### src/rtl/lsu_dmem_master.sv
// RV32 load/store initiator for a word-addressed, byte-enabled synchronous data memory (1-cycle read latency).
// Optional feature: define LSU_RANGE_CHECK_EN to flag accesses whose upper address bits exceed the memory size.
`timescale 1ns/1ps
module lsu_dmem_master #(
    parameter int ADDRESS_WIDTH = 9,
    parameter int BYTES         = 4
) (
    input  logic                     clk,
    input  logic                     rst_n,
    input  logic                     req_valid,
    output logic                     req_ready,
    input  logic                     req_we,
    input  logic [2:0]               req_funct3,
    input  logic [31:0]              req_addr,
    input  logic [31:0]              req_wdata,
    output logic                     resp_valid,
    input  logic                     resp_ready,
    output logic [31:0]              resp_rdata,
    output logic                     resp_err,
    output logic [ADDRESS_WIDTH-1:0] mem_addr,
    output logic [BYTES-1:0]         mem_be,
    output logic [31:0]              mem_wdata,
    output logic                     mem_we,
    input  logic [31:0]              mem_rdata
);

    typedef enum logic [1:0] {
        IDLE,
        ACCESS,
        WAIT_RD,
        RESP
    } state_t;

    state_t      state;
    logic [1:0]  off_q;
    logic [2:0]  f3_q;
    logic        we_q;

    logic [1:0]  off;
    logic        legal_f3;
    logic        aligned;
    logic        in_range;
    logic        req_err;
    logic        accept;
    logic [3:0]  store_be;
    logic [31:0] store_wdata;
    logic [31:0] load_lane;
    logic [31:0] load_data;

    assign off    = req_addr[1:0];
    assign accept = req_valid & req_ready;

`ifdef LSU_RANGE_CHECK_EN
    assign in_range = (req_addr[31:ADDRESS_WIDTH+2] == '0);
`else
    // Upper address bits alias modulo the memory size.
    logic unused_upper_addr;
    assign unused_upper_addr = ^req_addr[31:ADDRESS_WIDTH+2];
    assign in_range = 1'b1;
`endif

    // NOTE: every signal gets a default before the case so no latch is inferred.
    always_comb begin
        legal_f3 = 1'b0;
        aligned  = 1'b0;
        case (req_funct3)
            3'b000:  begin legal_f3 = 1'b1;    aligned = 1'b1;        end
            3'b001:  begin legal_f3 = 1'b1;    aligned = ~off[0];     end
            3'b010:  begin legal_f3 = 1'b1;    aligned = (off == 2'b00); end
            3'b100:  begin legal_f3 = ~req_we; aligned = 1'b1;        end
            3'b101:  begin legal_f3 = ~req_we; aligned = ~off[0];     end
            default: begin legal_f3 = 1'b0;    aligned = 1'b0;        end
        endcase
        req_err = ~legal_f3 | ~aligned | ~in_range;
    end

    // Store lanes: narrow data is replicated so the byte enables pick the lane.
    always_comb begin
        store_be    = 4'b1111;
        store_wdata = req_wdata;
        case (req_funct3[1:0])
            2'b00: begin
                store_be    = 4'b0001 << off;
                store_wdata = {4{req_wdata[7:0]}};
            end
            2'b01: begin
                store_be    = off[1] ? 4'b1100 : 4'b0011;
                store_wdata = {2{req_wdata[15:0]}};
            end
            default: ;
        endcase
    end

    always_comb begin
        load_lane = mem_rdata >> {off_q, 3'b000};
        case (f3_q)
            3'b000:  load_data = {{24{load_lane[7]}}, load_lane[7:0]};
            3'b001:  load_data = {{16{load_lane[15]}}, load_lane[15:0]};
            3'b100:  load_data = {24'b0, load_lane[7:0]};
            3'b101:  load_data = {16'b0, load_lane[15:0]};
            default: load_data = load_lane;
        endcase
    end

    // NOTE: state and registered outputs use non-blocking assignments only.
    always_ff @(posedge clk or negedge rst_n) begin
        if (!rst_n) begin
            state      <= IDLE;
            req_ready  <= 1'b0;
            resp_valid <= 1'b0;
            resp_rdata <= '0;
            resp_err   <= 1'b0;
            mem_addr   <= '0;
            mem_be     <= '0;
            mem_wdata  <= '0;
            mem_we     <= 1'b0;
            off_q      <= '0;
            f3_q       <= '0;
            we_q       <= 1'b0;
        end else begin
            case (state)
                IDLE: begin
                    req_ready <= 1'b1;
                    if (accept) begin
                        req_ready <= 1'b0;
                        off_q     <= off;
                        f3_q      <= req_funct3;
                        we_q      <= req_we;
                        if (req_err) begin
                            resp_valid <= 1'b1;
                            resp_err   <= 1'b1;
                            resp_rdata <= '0;
                            state      <= RESP;
                        end else begin
                            mem_addr  <= req_addr[ADDRESS_WIDTH+1:2];
                            mem_be    <= req_we ? store_be : 4'b1111;
                            mem_wdata <= req_we ? store_wdata : 32'b0;
                            mem_we    <= req_we;
                            state     <= ACCESS;
                        end
                    end
                end
                ACCESS: begin
                    mem_we <= 1'b0;
                    state  <= WAIT_RD;
                end
                WAIT_RD: begin
                    resp_rdata <= we_q ? 32'b0 : load_data;
                    resp_err   <= 1'b0;
                    resp_valid <= 1'b1;
                    state      <= RESP;
                end
                RESP: begin
                    if (resp_ready) begin
                        resp_valid <= 1'b0;
                        req_ready  <= 1'b1;
                        state      <= IDLE;
                    end
                end
                default: state <= IDLE;
            endcase
        end
    end

endmodule

### config.mk
export PLATFORM = sky130hd
export DESIGN_NAME = lsu_dmem_master
export DESIGN_NICKNAME = d
export VERILOG_FILES = /design/src/rtl/lsu_dmem_master.sv
export SDC_FILE = /design/constraint.sdc
export NUM_CORES = 1
export LEC_CHECK = 0
export CAP_MARGIN = 5
export CELL_PAD_IN_SITES_DETAIL_PLACEMENT = 0
export CELL_PAD_IN_SITES_GLOBAL_PLACEMENT = 1
export CORE_MARGIN = 8
export CORE_UTILIZATION = 35
export DETAILED_ROUTE_END_ITERATION = 12
export PLACE_DENSITY = 0.95
export SETUP_SLACK_MARGIN = 0.02
export SLEW_MARGIN = 0
export SYNTH_ARGS = -nofsm -noshare
export SYNTH_HDL_FRONTEND = slang
export SYNTH_SLANG_ARGS = --single-unit
### constraint.sdc
create_clock -name clk -period 4.2 [get_ports clk]
set_clock_uncertainty 0.05 [all_clocks]
set_input_delay 0.84 -clock clk [delete_from_list [all_inputs] [get_ports clk]]
set_output_delay 0.84 -clock clk [all_outputs]
set_load 0.02 [all_outputs]
* Yosys cells after proc, flatten, opt, wreduce, memory -nomap -nowiden
Index checks and enable logic that the tools add are counted.
** Word-level totals
- Register bits :: 89
- Input port bits :: 104
** Operators by class
- Reductions and logical operators :: 20
- Equality and inequality tests :: 15
- Bitwise operators :: 7
- Shift-type cells :: 2
- Mux-type cells :: 27
** Operator list (count)
- 32-bit two-way mux :: 4
- 32-bit one-hot mux with 2 select lines :: 2
- 32-bit one-hot mux with 4 select lines :: 1
- 32-bit by 5-bit right shift with 32-bit output :: 1
- 3-bit == test (second input constant) :: 4
- 3-bit AND reduction :: 3
- 4-bit two-way mux :: 2
- 2-bit inequality test (second input constant) :: 4
- 1-bit one-hot mux with 2 select lines :: 4
- 2-bit one-hot mux with 4 select lines :: 1
- 4-bit one-hot mux with 2 select lines :: 1
- 1-bit two-way mux :: 7
- 3-bit by 1-bit == test with 1-bit output (second input constant) :: 2
- 2-bit zero test :: 3
- 3-bit zero test :: 2
- 2-bit two-way mux :: 3
- 1-bit one-hot mux with 3 select lines :: 2
- 2-bit AND reduction :: 3
- 2-bit nonzero test :: 3
- 2-bit OR reduction :: 3
- 1-bit NOT :: 5
- 2-bit by 1-bit == test with 1-bit output (second input constant) :: 2
- 2-bit == test (second input constant) :: 2
- 4-bit AND reduction :: 1
- 6 further kinds :: 6

* Logic depth before layout (Yosys ltp)
Gate-level depths: netlist (run 1).
- Depth after elaboration :: 8
- Mapped depth :: 8

* Worst setup path after synthesis (run 1)
No wires, ideal clock.
- Path type :: input to register
- Start point :: input port req_funct3[2]
- End point :: register resp_rdata[16]
- Buffers on the path :: 2
- Required time :: 4023 ps
- Slack :: 1879 ps
- Arrival time :: 2145 ps
- Cell stages on the path :: 6
- Cell sequence :: nor4_1 > o211ai_2 > nor2b_1 > clkbuf_1 > clkbuf_1 > a221o_2
** On the way
- Cells in the longest elaborated chain, start to end :: 7
- Elaborated cells on any way between the ends :: 16
- Classes of those cells :: 5 x eq/ne; 2 x mux; 3 x bitwise; 6 x reduce/logical
** Ends and longest elaborated chain
- start: declaration :: RTL line 13 : input logic [2:0] req_funct3,
- 3-bit by 2-bit == test with 1-bit output, or another cell as far along :: RTL line 66 : case (req_funct3)
- 3-bit OR reduction (no line) / 2-bit OR reduction (equally long branches)
- 1-bit one-hot mux with 2 select lines / 1-bit one-hot mux with 3 select lines (equally long branches) :: RTL line 66
- 1-bit NOT :: RTL line 74 : req_err = ~legal_f3 | ~aligned | ~in_range;
- 1-bit bitwise OR (*) :: RTL line 74
- 2-bit inequality test (no line) (*)
- 3-bit AND reduction (no line) (*)
- end signal: assignment :: RTL line 148 : resp_rdata <= we_q ? 32'b0 : load_data;
- end: declaration :: RTL line 18 : output logic [31:0] resp_rdata,
Mark *: on every way between the ends. The rest lies on a longest branch, timed or not.
A chain may end at the register's enable or synchronous reset.

* Worst setup path after layout (run 1)
- Start point :: input port req_addr[0]
- End point :: register resp_rdata[21]
** On the way
- Cells in the longest elaborated chain, start to end :: 6
- Elaborated cells on any way between the ends :: 7
- Classes of those cells :: 1 x eq/ne; 1 x mux; 3 x bitwise; 2 x reduce/logical
** Ends and longest elaborated chain
- start: declaration :: RTL line 14 : input logic [31:0] req_addr,
- 2-bit zero test / 1-bit NOT (equally long branches) :: RTL line 69, 68, 71
- 1-bit one-hot mux with 3 select lines (*) :: RTL line 66
- 1-bit NOT (*) :: RTL line 74
- 1-bit bitwise OR (*) :: RTL line 74
- 2-bit inequality test (no line) (*)
- 3-bit AND reduction (no line) (*)
Marks and branches as above.

==> out/metrics.csv, run 1 <==
metric,value,unit
status,finished clean,
area_delta_synth_final,44.1,%
portBuffers,163,
regToRegSetupSlack,1.43,ns
cp.arrival,3.16,ns
wl_per_cell,19.8,um
ant_nets,0,
cp_max_fo,16,
clock.fmax,342,MHz
slew_viol_final,0,
cts_tree,yes,
cts_made_buffers,9,
critical_path_class,primary input to flip-flop,
cp_slowest_stage_delay,0.96,ns
maxSlewHeadroom,0.184,
dieArea,17300,sq um
ys_seq_area_frac,0.478,
synthCells,446,
avgSynthCellArea,10.5,sq um
core,13100,sq um
cts.htree.levels,3,
layout_commonest_cell,clkdlybuf4s50_1,
finalSetupTns,0,ns
start_kind,primary input,
n_antenna_cell,0,
cts_resized,0,
nNetsFinal,703,
setup_viol,0,
post_cts_buffers,0,
synth_nets,555,
max-vdd-ir-drop,423,uV
power,4680,uW
max_cap_violations,0,
final_area,6720,sq um
start_util,0.355,
clk_pin_slew_worst_paths,0.06,ns
ctsHoldBuffers,0,
yosysUniqueCellTypes,40,
gp_congestion,0.854,
final_util,0.511,
cp-startpoint,req_addr[0],
ys_async_sr_fraction,1.00,
drcViolationCount,0,
hp-start,resp_rdata[15],
cp_data_required_time,4.43,ns
tightestPinTransition,1.22,ns
crit_path_top_delay_cell,nor2b_1,
finalCritPeriodShare,0.697,
p_leak,0.00280,uW
synthesis.area,4660,sq um
die_w,131,um
overflow,0,
rsz0062_at_grt,false,
r2r_end,resp_rdata[21],
synth-seq-cells,89,
grt.total_usage,0.176,
hp-class,flip-flop to flip-flop,
clockBufferDepth,2,
clock-root-buffer,clkbuf_16,
dp_hpwl,11200,um
io_pins,185,
power_density,697,nW/um^2
wirelength,15300,um
fin_crit,2.93,ns
drtIter0Drc,262,
avgViaCountPerCell,5.35,
rr_startpoint,off_q[0],
critPathCaptureType,flip-flop,
clk_latency,0.34,ns
yosys_warnings,0,
drt_pass1_iterations,4,
antenna_found_initial,0,
hold_end,resp_rdata[15],
drive_gt1_frac,0.142,
synth_ff_type,dfrtp_1,
crit_chain,clkdlybuf4s50_1 > a21oi_1 > o211ai_2 > buf_4 > nor2b_1 > a221o_2,
hold_depth,1,
grt_pass1_wl,24400,um
grt_max_degree,66,
hold_violations,0,
layout_common_cells,"162 x clkdlybuf4s50_1, 89 x dfrtp_1, 84 x o21ai_0",
die_y,131,um
grt_pass1_vias,4320,
synth_edf_count,0,
clock_sinks,89,
dpl_cell_area,6420,sq um
r2r.worst_path.cells,4,
vias,4144,
row_count,42,
[routing by layer]
| layer | share of wire | track usage | vias to the layer above |
|---|---|---|---|
| met5 | 0 | 0 | - |
| met4 | 0.012 | 0.0459 | 0 |
| met3 | 0.11 | 0.0877 | 12 |
| met2 | 0.45 | 0.269 | 172 |
| met1 | 0.43 | 0.217 | 2040 |
| li1 | - | - | 1920 |
[per-stage QoR]
stage | std cells | hold WS, ns | worst slack [ns]
CTS | 775 | 0.446 | 1.27
floorplan | 446 | 0.420 | 1.88
finish | 775 | 0.444 | 1.27
global placement | 759 | 0.423 | 0.991
detailed placement | 759 | 0.428 | 0.912
global route | 775 | 0.458 | 1.14
[cell type report]
| class | instances | area [sq um] |
|---|---|---|
| fillers | 1175 | 6420 |
| multi-input cells | 315 | 2240 |
| flip-flops and latches | 89 | 2230 |
| repair buffers | 174 | 1710 |
| clock buffers | 13 | 270 |
| well taps | 176 | 220 |
| clock inverters | 3 | 23.8 |
| inverters | 5 | 18.8 |
[synthesized netlist by cell type (2+ instances only)]
cell type	instances	area, sq um
nor2b_1	9	56.3
buf_1	4	15.0
dfrtp_1	89	2230
a221o_2	10	113
nor2_1	13	48.8
ha_1	5	62.6
mux2_2	41	462
nand2b_1	3	18.8
mux2i_1	26	260
buf_2	8	40.0
o21ai_0	84	420
inv_1	5	18.8
nand2_1	49	184
o2bb2ai_1	16	140
mux4_2	2	45.0
and2b_1	2	15.0
buf_6	3	33.8
a211oi_1	14	105
clkbuf_1	22	82.6
and2_1	8	50.1
a221o_1	6	60.1
a21oi_1	9	45.0
[sequential cells by signal, summed over array words and instances (netlist names)]
| name | count |
|---|---|
| resp_err | 1 |
| mem_be | 4 |
| mem_wdata | 32 |
| mem_addr | 9 |
| off_q | 2 |
| we_q | 1 |
| resp_valid | 1 |
| req_ready | 1 |
| f3_q | 3 |
| resp_rdata | 32 |
| mem_we | 1 |
| state | 2 |
[worst max-delay path by stage]
stage / endpoint / slack, ns / cells past startpoint
floorplan: resp_rdata[16] / 1.88 / 6
CTS: resp_rdata[20] / 1.27 / 6
global route: resp_rdata[31] / 1.14 / 6
finish: resp_rdata[21] / 1.27 / 6
global placement: resp_rdata[31] / 0.99 / 6
detailed placement: resp_rdata[21] / 0.91 / 6
[cells by family after synthesis]
logic type                 count (synthesis)  share of synthesized area
DFF                                       89                      0.478
buffers and inverters                     42                     0.0408
muxes                                     69                      0.165
AOI/OAI and AO/OA                        147                      0.204
adders and majority gates                  5                     0.0134
and+or+nand+nor                           94                     0.0993
[critical path: cells and delay by family]
family,cells,cell delay (ns)
AOI/OAI and AO/OA,3,0.60
buffers and inverters,2,0.75
and+or+nand+nor,1,0.96
[power breakdown]
| part | internal (uW) | leakage, uW | switching, uW |
|---|---|---|---|
| Clock | 451 | 0.000138 | 337 |
| Sequential | 1220 | 0.00116 | 284 |
| Combinational | 1140 | 0.00150 | 1260 |
| Total | 2800 | 0.00280 | 1880 |
No activity file was read; power rests on OpenSTA's default activity.
==> run 2, diff against run 1 <==
--- a/config.mk
+++ b/config.mk
@@ -9,9 +9,9 @@
 export CELL_PAD_IN_SITES_DETAIL_PLACEMENT = 0
 export CELL_PAD_IN_SITES_GLOBAL_PLACEMENT = 1
 export CORE_MARGIN = 8
-export CORE_UTILIZATION = 35
+export CORE_UTILIZATION = 30
 export DETAILED_ROUTE_END_ITERATION = 12
-export PLACE_DENSITY = 0.95
+export PLACE_DENSITY = 0.88
 export SETUP_SLACK_MARGIN = 0.02
 export SLEW_MARGIN = 0
 export SYNTH_ARGS = -nofsm -noshare
==> constraint.sdc (replaced) <==
create_clock -name clk -period 2.6 [get_ports clk]
set_clock_uncertainty 0.05 [all_clocks]
set_input_delay 0.52 -clock clk [delete_from_list [all_inputs] [get_ports clk]]
set_output_delay 0.52 -clock clk [all_outputs]
set_load 0.02 [all_outputs]
==> run 2 against run 1 <==
Against the previous run: sequential share of layout area decreased by 0.74 points; worst setup slack got worse by 0.91 ns; sequential power increased by 57%; final area increased by 2.3%; critical path type unchanged; largest cell class unchanged.
==> out/metrics.csv, run 2 (synthesized netlist as in run 1, its figures left out) <==
metric,value,unit,change
status,finished clean,,unchanged
clk_latency,0.34,ns,about the same
maxSlewHeadroom,0.479,,was 0.184
tightestPinTransition,0.781,ns,was 1.22 ns
cp-startpoint,req_funct3[0],,was req_addr[0]
portBuffers,163,,unchanged
grt_pass1_wl,24600,um,was 24400 um
layout_common_cells,"162 x clkdlybuf4s50_1, 89 x dfrtp_1, 84 x o21ai_0",,unchanged
hp-class,primary input to async pin,,was flip-flop to flip-flop
r2r.worst_path.cells,7,,was 4
start_util,0.307,,was 0.355
cp_data_required_time,2.84,ns,was 4.43 ns
clockBufferDepth,2,,unchanged
clock.fmax,446,MHz,
cp.arrival,2.48,ns,was 3.16 ns
grt_pass1_vias,4357,,was 4320
row_count,45,,was 42
crit_buf_inv,1,,was 2
wirelength,15900,um,was 15300 um
finalCritPeriodShare,0.862,,
critPathCaptureType,flip-flop,,unchanged
nFillCells,1437,,was 1175
final_util,0.452,,was 0.511
cts_made_buffers,9,,unchanged
layout_commonest_cell,clkdlybuf4s50_1,,unchanged
max_cap_violations,0,,unchanged
cts.htree.levels,3,,unchanged
die_y,141,um,was 131 um
r2r_end,resp_rdata[26],,was resp_rdata[21]
fin_crit,2.24,ns,
die_w,141,um,was 131 um
drt_pass1_iterations,5,,was 4
setup_viol,0,,unchanged
grt_max_degree,59,,was 66
crit_path_top_delay_cell,nor2b_2,,was nor2b_1
slew_viol_final,0,,unchanged
max-vdd-ir-drop,484,uV,was 423 uV
cts_tree,yes,,unchanged
dp_slack,-0.343,ns,was 0.912 ns
crit_end,resp_rdata[17],,was resp_rdata[21]
io_pins,185,,unchanged
drtIter0Drc,226,,was 262
reg.largest.list,"mem_wdata: 32 flops, resp_rdata: 32 flops, mem_addr: 9 flops",,unchanged
drcViolationCount,0,,unchanged
grt.total_usage,0.158,,was 0.176
avgViaCountPerCell,5.25,,was 5.35
cp_max_fo,16,,unchanged
critical_path_class,primary input to flip-flop,,unchanged
nNetsFinal,718,,was 703
clock_sinks,89,,unchanged
wl_per_cell,19.8,um,about the same
n_antenna_cell,0,,unchanged
crit_chain,clkdlybuf4s50_1 > nor4_1 > o211ai_2 > nor2b_2 > a221o_2,,was clkdlybuf4s50_1 > a21oi_1 > o211ai_2 > buf_4 > nor2b_1 > a221o_2
overflow,0,,unchanged
clock-root-buffer,clkbuf_16,,unchanged
worst_slack,0.360,ns,was 1.27 ns
cpLargestDelayFamily,simple AND/OR/NAND/NOR gates,,unchanged
dp_hpwl,11900,um,was 11200 um
hold_violations,0,,unchanged
gp_congestion,0.893,,was 0.854
area_delta_synth_final,47.4,%,was 44.1%
rr_startpoint,state[0],,was off_q[0]
ant_nets,0,,unchanged
cp_slowest_stage_delay,0.70,ns,was 0.96 ns
vias,4202,,was 4144
power_density,1120,nW/um^2,was 697 nW/um^2
start_kind,primary input,,unchanged
antenna_found_initial,0,,unchanged
dieArea,19800,sq um,was 17300 sq um
drive_gt1_frac,0.163,,was 0.142
core,15200,sq um,was 13100 sq um
clk_pin_slew_worst_paths,0.07,ns,was 0.06 ns
regToRegSetupSlack,0.42,ns,was 1.43 ns
crit_cells,5,,was 6
p_leak,0.00289,uW,was 0.00280 uW
rsz0062_at_grt,false,,unchanged
run 2: cell types whose count changed in the layout (fill, tap and decap cells not counted), sizes merged:
cell / previous run / this run
clkbuf: 13 / 14
buf: 12 / 26
clkinvlp: 2 / 1
run 2: worst min-delay path by stage:
stage,from,to,cells past startpoint
floorplan,rst_n,f3_q[0],0
global placement,resp_rdata[11],resp_rdata[11],1
detailed placement,resp_rdata[12],resp_rdata[12],1
CTS,rst_n,state[0],1
global route,rst_n,resp_rdata[11],1
finish,rst_n,resp_rdata[10],1
run 2: final cells by class:
class                   instances  area (sq um)  area share
well taps                     188           235      0.0342
clock buffers                  13           270      0.0393
multi-input cells             315          2250       0.327
flip-flops and latches         89          2230       0.324
repair buffers                189          1860       0.271
inverters                       5          18.8     0.00273
clock inverters                 2          12.5     0.00182
run 2: what timing repair did:
action | 4_1_cts | 5_1_grt
hold buffers | 0 | 0
setup endpoints to repair | 0 | 16
gates resized for setup | 0 | 1
buffers inserted | 0 | 1
run 2: power by group:
part / internal, uW / switching [uW]
Sequential: 1970 / 393
Combinational: 1920 / 2150
Clock: 720 / 527
Total: 4610 / 3070
run 2: per-layer routing:
layer / GRT usage / share of wire / vias up
li1: - / - / 1946
met1: 0.183 / 0.41 / 2057
met2: 0.266 / 0.48 / 182
met3: 0.0645 / 0.091 / 17
met4: 0.0396 / 0.012 / 0
met5: 0 / 0 / -
run 2: stage by stage:
stage | power [uW] | std cells | cell area [sq um] | hold WS [ns] | TNS [ns]
after floorplan | 4600 | 446 | 4660 | 0.174 | 0
after global placement | 6330 | 784 | 6560 | 0.428 | -2.91
after detailed placement | 6460 | 784 | 6560 | 0.434 | -5.19
after CTS | 7740 | 799 | 6840 | 0.218 | 0
after global routing | 8120 | 801 | 6870 | 0.249 | 0
final | 7670 | 801 | 6870 | 0.200 | 0
==> run 3, diff against run 2 <==
--- a/config.mk
+++ b/config.mk
@@ -5,6 +5,7 @@
 export SDC_FILE = /design/constraint.sdc
 export NUM_CORES = 1
 export LEC_CHECK = 0
+export ABC_CLOCK_PERIOD_IN_PS = 2600
 export CAP_MARGIN = 5
 export CELL_PAD_IN_SITES_DETAIL_PLACEMENT = 0
 export CELL_PAD_IN_SITES_GLOBAL_PLACEMENT = 1
==> constraint.sdc (replaced) <==
create_clock -name clk -period 2.6 [get_ports clk]
set_clock_uncertainty 0.05 [all_clocks]
set_input_delay 0.52 -clock clk [delete_from_list [all_inputs] [get_ports clk]]
set_output_delay 0.52 -clock clk [all_outputs]
set_load 0.005 [all_outputs]
==> results of run 3 <==
Same layout as run 2 (identical final DEF). Status: finished clean.
Main changes from that run: total power 7670 uW -> 7070 uW; worst IR drop on VDD 484 uV -> 393 uV
